### src/rtl/crp16_mul_div_unit.sv
// crp16_mul_div_unit: iterative radix-2 unsigned multiply/divide with register-file write-back
module crp16_mul_div_unit #(
    parameter int WIDTH    = 16,
    parameter int CNT_BITS = 4
) (
    input  logic             clock,
    input  logic             reset,
    input  logic             start,
    input  logic [1:0]       op,
    input  logic [WIDTH-1:0] operand_a,
    input  logic [WIDTH-1:0] operand_b,
    input  logic [3:0]       dest_select,
    output logic             busy,
    output logic             done,
    output logic             div_zero,
    output logic [WIDTH-1:0] wr_val,
    output logic [3:0]       wr_select,
    output logic             wr_en
);
    typedef enum logic [1:0] {IDLE, CALC, DONE} state_t;
    state_t state_q, state_d;
    logic [CNT_BITS-1:0] cnt_q, cnt_d;
    logic [1:0] op_q, op_d;
    logic [3:0] dest_q, dest_d, wr_select_q, wr_select_d;
    logic [WIDTH-1:0] hi_q, hi_d, lo_q, lo_d, x_q, x_d, wr_val_q, wr_val_d;
    logic busy_q, busy_d, done_q, done_d, div_zero_q, div_zero_d, wr_en_q, wr_en_d;
    logic [WIDTH:0] mul_sum, trial;
    logic [WIDTH-1:0] sub, hi_n, lo_n;
    logic fits, last, accept;
    assign busy      = busy_q;
    assign done      = done_q;
    assign div_zero  = div_zero_q;
    assign wr_val    = wr_val_q;
    assign wr_select = wr_select_q;
    assign wr_en     = wr_en_q;
    // one iteration: hi:lo is the product (shift right) or remainder:quotient (shift left); x is multiplicand or divisor
    always_comb begin
        mul_sum = {1'b0, hi_q} + (lo_q[0] ? {1'b0, x_q} : '0);
        trial   = {hi_q, lo_q[WIDTH-1]};
        fits    = trial >= {1'b0, x_q};
        sub     = trial[WIDTH-1:0] - x_q;
        hi_n    = op_q[1] ? (fits ? sub : trial[WIDTH-1:0]) : mul_sum[WIDTH:1];
        lo_n    = op_q[1] ? {lo_q[WIDTH-2:0], fits} : {mul_sum[0], lo_q[WIDTH-1:1]};
        last    = cnt_q == CNT_BITS'(WIDTH - 1);
        accept  = start && state_q != CALC;
    end
    // next-state and registered-output logic; a start in the DONE cycle chains straight into the next operation
    always_comb begin
        state_d     = state_q;
        cnt_d       = cnt_q;
        op_d        = op_q;
        dest_d      = dest_q;
        hi_d        = hi_q;
        lo_d        = lo_q;
        x_d         = x_q;
        busy_d      = busy_q;
        done_d      = 1'b0;
        div_zero_d  = 1'b0;
        wr_en_d     = 1'b0;
        wr_val_d    = wr_val_q;
        wr_select_d = wr_select_q;
        case (state_q)
            CALC: begin
                hi_d  = hi_n;
                lo_d  = lo_n;
                cnt_d = cnt_q + CNT_BITS'(1);
                if (last) begin
                    state_d     = DONE;
                    done_d      = 1'b1;
                    wr_en_d     = dest_q != 4'd0;
                    div_zero_d  = op_q[1] && x_q == '0;
                    wr_val_d    = op_q[0] ? hi_n : lo_n;
                    wr_select_d = dest_q;
                end
            end
            DONE: begin
                state_d = IDLE;
                busy_d  = 1'b0;
            end
            default: state_d = IDLE;
        endcase
        if (accept) begin
            state_d = CALC;
            busy_d  = 1'b1;
            cnt_d   = '0;
            op_d    = op;
            dest_d  = dest_select;
            hi_d    = '0;
            x_d     = op[1] ? operand_b : operand_a;
            lo_d    = op[1] ? operand_a : operand_b;
        end
    end
    // state and datapath registers with synchronous reset
    always_ff @(posedge clock) begin
        if (reset) begin
            state_q     <= IDLE;
            cnt_q       <= '0;
            op_q        <= '0;
            dest_q      <= '0;
            hi_q        <= '0;
            lo_q        <= '0;
            x_q         <= '0;
            busy_q      <= 1'b0;
            done_q      <= 1'b0;
            div_zero_q  <= 1'b0;
            wr_en_q     <= 1'b0;
            wr_val_q    <= '0;
            wr_select_q <= '0;
        end else begin
            state_q     <= state_d;
            cnt_q       <= cnt_d;
            op_q        <= op_d;
            dest_q      <= dest_d;
            hi_q        <= hi_d;
            lo_q        <= lo_d;
            x_q         <= x_d;
            busy_q      <= busy_d;
            done_q      <= done_d;
            div_zero_q  <= div_zero_d;
            wr_en_q     <= wr_en_d;
            wr_val_q    <= wr_val_d;
            wr_select_q <= wr_select_d;
        end
    end
endmodule

### config.mk
export PLATFORM = sky130hd
export DESIGN_NAME = crp16_mul_div_unit
export DESIGN_NICKNAME = d
export VERILOG_FILES = /design/src/rtl/crp16_mul_div_unit.sv
export SDC_FILE = /design/constraint.sdc
export NUM_CORES = 1
export LEC_CHECK = 0
export ABC_CLOCK_PERIOD_IN_PS = 6800
export CAP_MARGIN = 10
export CORE_ASPECT_RATIO = 2
export CORE_MARGIN = 2
export CORE_UTILIZATION = 61
export CTS_CLUSTER_SIZE = 25
export DETAILED_ROUTE_END_ITERATION = 8
export MAX_ROUTING_LAYER = met4
export PLACE_DENSITY = 0.86
export SYNTH_ARGS = -nofsm -noshare
export SYNTH_HDL_FRONTEND = slang
export SYNTH_SLANG_ARGS = --single-unit
### constraint.sdc
create_clock -name clock -period 6.8 [get_ports clock]
set_input_delay 1.02 -clock clock [delete_from_list [all_inputs] [get_ports clock]]
set_output_delay 1.02 -clock clock [all_outputs]
set_load 0.05 [all_outputs]
==> flow_summary.yaml <==
run_status:
  outcome: "complete, no violations"
clock_network:
  ctsHoldBuffers: 0
  path_clk_slew_ns: 0.06
  clk_path_buf_depth: 2
  root_buffer: "clkbuf_16"
  cts_tree: "built"
  clk_latency_ns: 0.35
  cts_resized: 0
  cts_buffers: 9
  cts_max_level: 3
  post-cts-setup-buffers: 0
  cts.sinks: 84
synthesis:
  netlist_top_cells_count: "nor2_1, dfxtp_1, a21oi_1, nand2_1, a211oi_1"
  yosysSeqAreaShare_pct: 29.2
  synth_top_area_share_pct: 29.2
  netlist_instances: 722
  syn_area_per_cell_um2: 7.97
  syn_nets: 798
  synth_edf_count: 0
  synth_area_um2: 5760
  synthFlopType: "dfxtp_1"
  synth.area.top_cells: "dfxtp_1, ha_1, a21oi_1"
  yosys.area.top_type: "dfxtp_1"
  ys_warn_count: 0
  async_flop_share_pct: 0
  yosysMostFrequentCell: "nor2_1"
  ys_ff_latch: 84
  synth_cell_types: 66
power:
  p_seq_share_pct: 38.9
  netSwitchingFraction_pct: 31.9
  p_switching_mw: 0.448
  cellPowerDensity_nw_per_um2: 210
  peakVddDrop_v: 0.000187
  clock_power_share_pct: 34.2
  internal_power_mw: 0.957
  leakage_nw: 2.70
  pwr-share-comb_pct: 26.9
timing:
  max-slew-margin-rel_pct: 36.8
  tns_ns: 0
  finalClockSkew_ns: 0.0109
  fmax_mhz: 281
  period_needed_ns: 3.56
  timing.final.ws_setup_ns: 3.24
  fin_crit_sh_pct: 52.4
  final-hold-violation-count: 0
  rsz0062_at_grt: "no"
  tightest_slew_ns: 0.948
  drv_slew: 0
  setup-violations-final: 0
layout:
  diodes: 0
  area_growth_pct: 16.3
  drive_gt1_share_pct: 6.14
  nets: 837
floorplanning:
  initial_utilization_pct: 62.2
  die_area_um2: 10300
  core_um2: 9260
  die_h_um: 141
  fp.dieW_um: 72.7
  pin_count: 65
  core.rowCount: 50
worst_setup_path:
  required_ns: 7.01
  setup.worst_path.end_class: "flip-flop"
  worstPathMaxFanout: 18
  cp-start-kind: "flip-flop"
  cp_common_cell: "o21ai_0"
  path_class: "reg -> reg"
  crit_chain: "and2_1 -> ha_1 -> fa_1 -> a211oi_1 -> o21ai_0 -> a31oi_1 -> o211ai_1 -> o311ai_0 -> o21ai_0 -> o21ai_1 -> o221ai_1"
  crit_slowest_cell: "dfxtp_1"
  critical-path-max-stage-delay_ns: 0.52
  worstPathArrival_ns: 3.77
placed_design:
  gp_congestion: 1.07
  preCtsSetupSlack_ns: 3.42
  portBuffers: 64
  hpwl_um: 13100
detailed_routing:
  num_vias: 5785
  drtPass1Iterations: 9
  antenna_left: 0
  drc: 0
  wirelength_um: 17800
  wire_per_inst_um: 20.5
  drt_iter0_markers: 519
  vias_per_cell: 6.66
global_route:
  antenna_found_initial: 0
  grt_start_max_net_pins: 60
  grt_pass1_vias: 5602
  grt_pass1_wl_um: 28000
  grt_use_total_pct: 36.2
  grt_overflow: 0
hold_path:
  hp-class: "reg -> reg"
flow_run:
  max-cap-violations: 0
[registers in the layout, summed over array words and instances, names as in the netlist]
name / cells
done: 1
op_q: 2
lo_q: 16
dest_q: 4
wr_en: 1
wr_val: 16
wr_select: 4
hi_q: 16
cnt_q: 4
state_q: 2
x_q: 16
div_zero: 1
busy: 1
[cell usage in the layout (no fill, tap or decap), types with 3 or more instances in the layout]
cell	Yosys	final
o221ai_1	4	4
xor2_1	8	8
nand3_1	14	14
o21ai_1	8	8
a21oi_1	74	74
o31ai_1	4	4
dfxtp_1	84	84
mux2_1	7	7
a21o_1	11	11
o21ai_0	31	31
and3_1	4	4
clkdlybuf4s50_1	0	62
clkinv_2	0	3
xnor2_1	13	13
ha_1	33	33
nor3_1	19	19
inv_1	23	23
o21bai_1	3	3
o21a_1	5	5
nand2_1	56	56
nor3b_1	4	4
mux2i_1	37	37
or3_1	4	4
a211oi_1	44	44
nor2_1	85	85
nand4_1	7	7
mux2_2	12	12
buf_4	0	7
nand2b_1	4	4
o211ai_1	5	5
nor4_1	7	7
clkbuf_16	0	9
a31oi_1	7	7
and2_1	19	20
[kinds of logic (layout without fill, tap and decap cells)]
logic type / after synthesis / in the layout / synth area share [%]
flip-flops: 84 / 84 / 29.2
AND/OR/NAND/NOR: 234 / 234 / 18.9
buffers and inverters: 67 / 110 / 4.39
adder cells (fa/ha/maj): 35 / 35 / 7.87
XOR/XNOR: 21 / 21 / 3.20
multiplexers: 60 / 60 / 11.5
AO/OA/AOI/OAI: 221 / 221 / 25.0
[metrics by stage]
step | area (um2) | hold slack (ns) | utilization, % | power, mW | std cells
2_1_floorplan | 5760 | 0.432 | - | 0.817 | 722
3_3_place_gp | 6410 | 0.446 | 69.3 | 0.913 | 854
3_5_place_dp | 6410 | 0.449 | 69.3 | 0.924 | 854
4_1_cts | 6700 | 0.460 | 72.3 | 1.40 | 869
5_1_grt | 6700 | 0.482 | 72.3 | 1.46 | 869
6_report | 6700 | 0.465 | 72.3 | 1.41 | 869
[critical path, delay by kind of cell (launching register included)]
| kind | cells | cell delay, ns |
|---|---|---|
| simple gates | 1 | 0.28 |
| flops | 1 | 0.52 |
| compound gates | 8 | 1.98 |
| fa+ha+maj | 2 | 0.65 |
[area by class of cell]
type,instances,area (um2)
multi-input cells,571,3830
repair buffers,71,683
inverters,24,90.1
flip-flops and latches,84,1680
clock inverters,5,53.8
well taps,104,130
clock buffers,10,229
fillers,726,2560
[worst paths after layout]
path / slack [ns] / from / end / cells past startpoint
worst min-delay path: 0.46 / wr_select[0] / wr_select[0] / 2
worst min register to register: 0.46 / wr_select[0] / wr_select[0] / 2
worst max-delay path: 3.24 / lo_q[0] / wr_val[15] / 11
worst max register to register: 3.24 / lo_q[0] / wr_val[15] / 11
[power groups by stage]
| stage | Clock (mW) | Sequential [mW] | Combinational [mW] |
|---|---|---|---|
| after floorplan | 0 | 0.543 | 0.273 |
| after global placement | 0 | 0.555 | 0.359 |
| after detailed placement | 0 | 0.556 | 0.368 |
| after CTS | 0.483 | 0.545 | 0.371 |
| after global routing | 0.506 | 0.548 | 0.409 |
| final | 0.481 | 0.547 | 0.378 |
[per-layer routing]
| metal | vias up | share of wire (%) | global-route usage (%) | wire (um) |
|---|---|---|---|---|
| met1 | 2704 | 36 | 39.4 | 6400 |
| met4 | 0 | 5.6 | 21.3 | 1000 |
| li1 | 2724 | - | - | - |
| met3 | 73 | 6.1 | 4.97 | 1090 |
| met2 | 284 | 52 | 61.1 | 9300 |
| met5 | - | 0 | - | 0 |
Note: power is estimated with default switching activity, not from simulation.
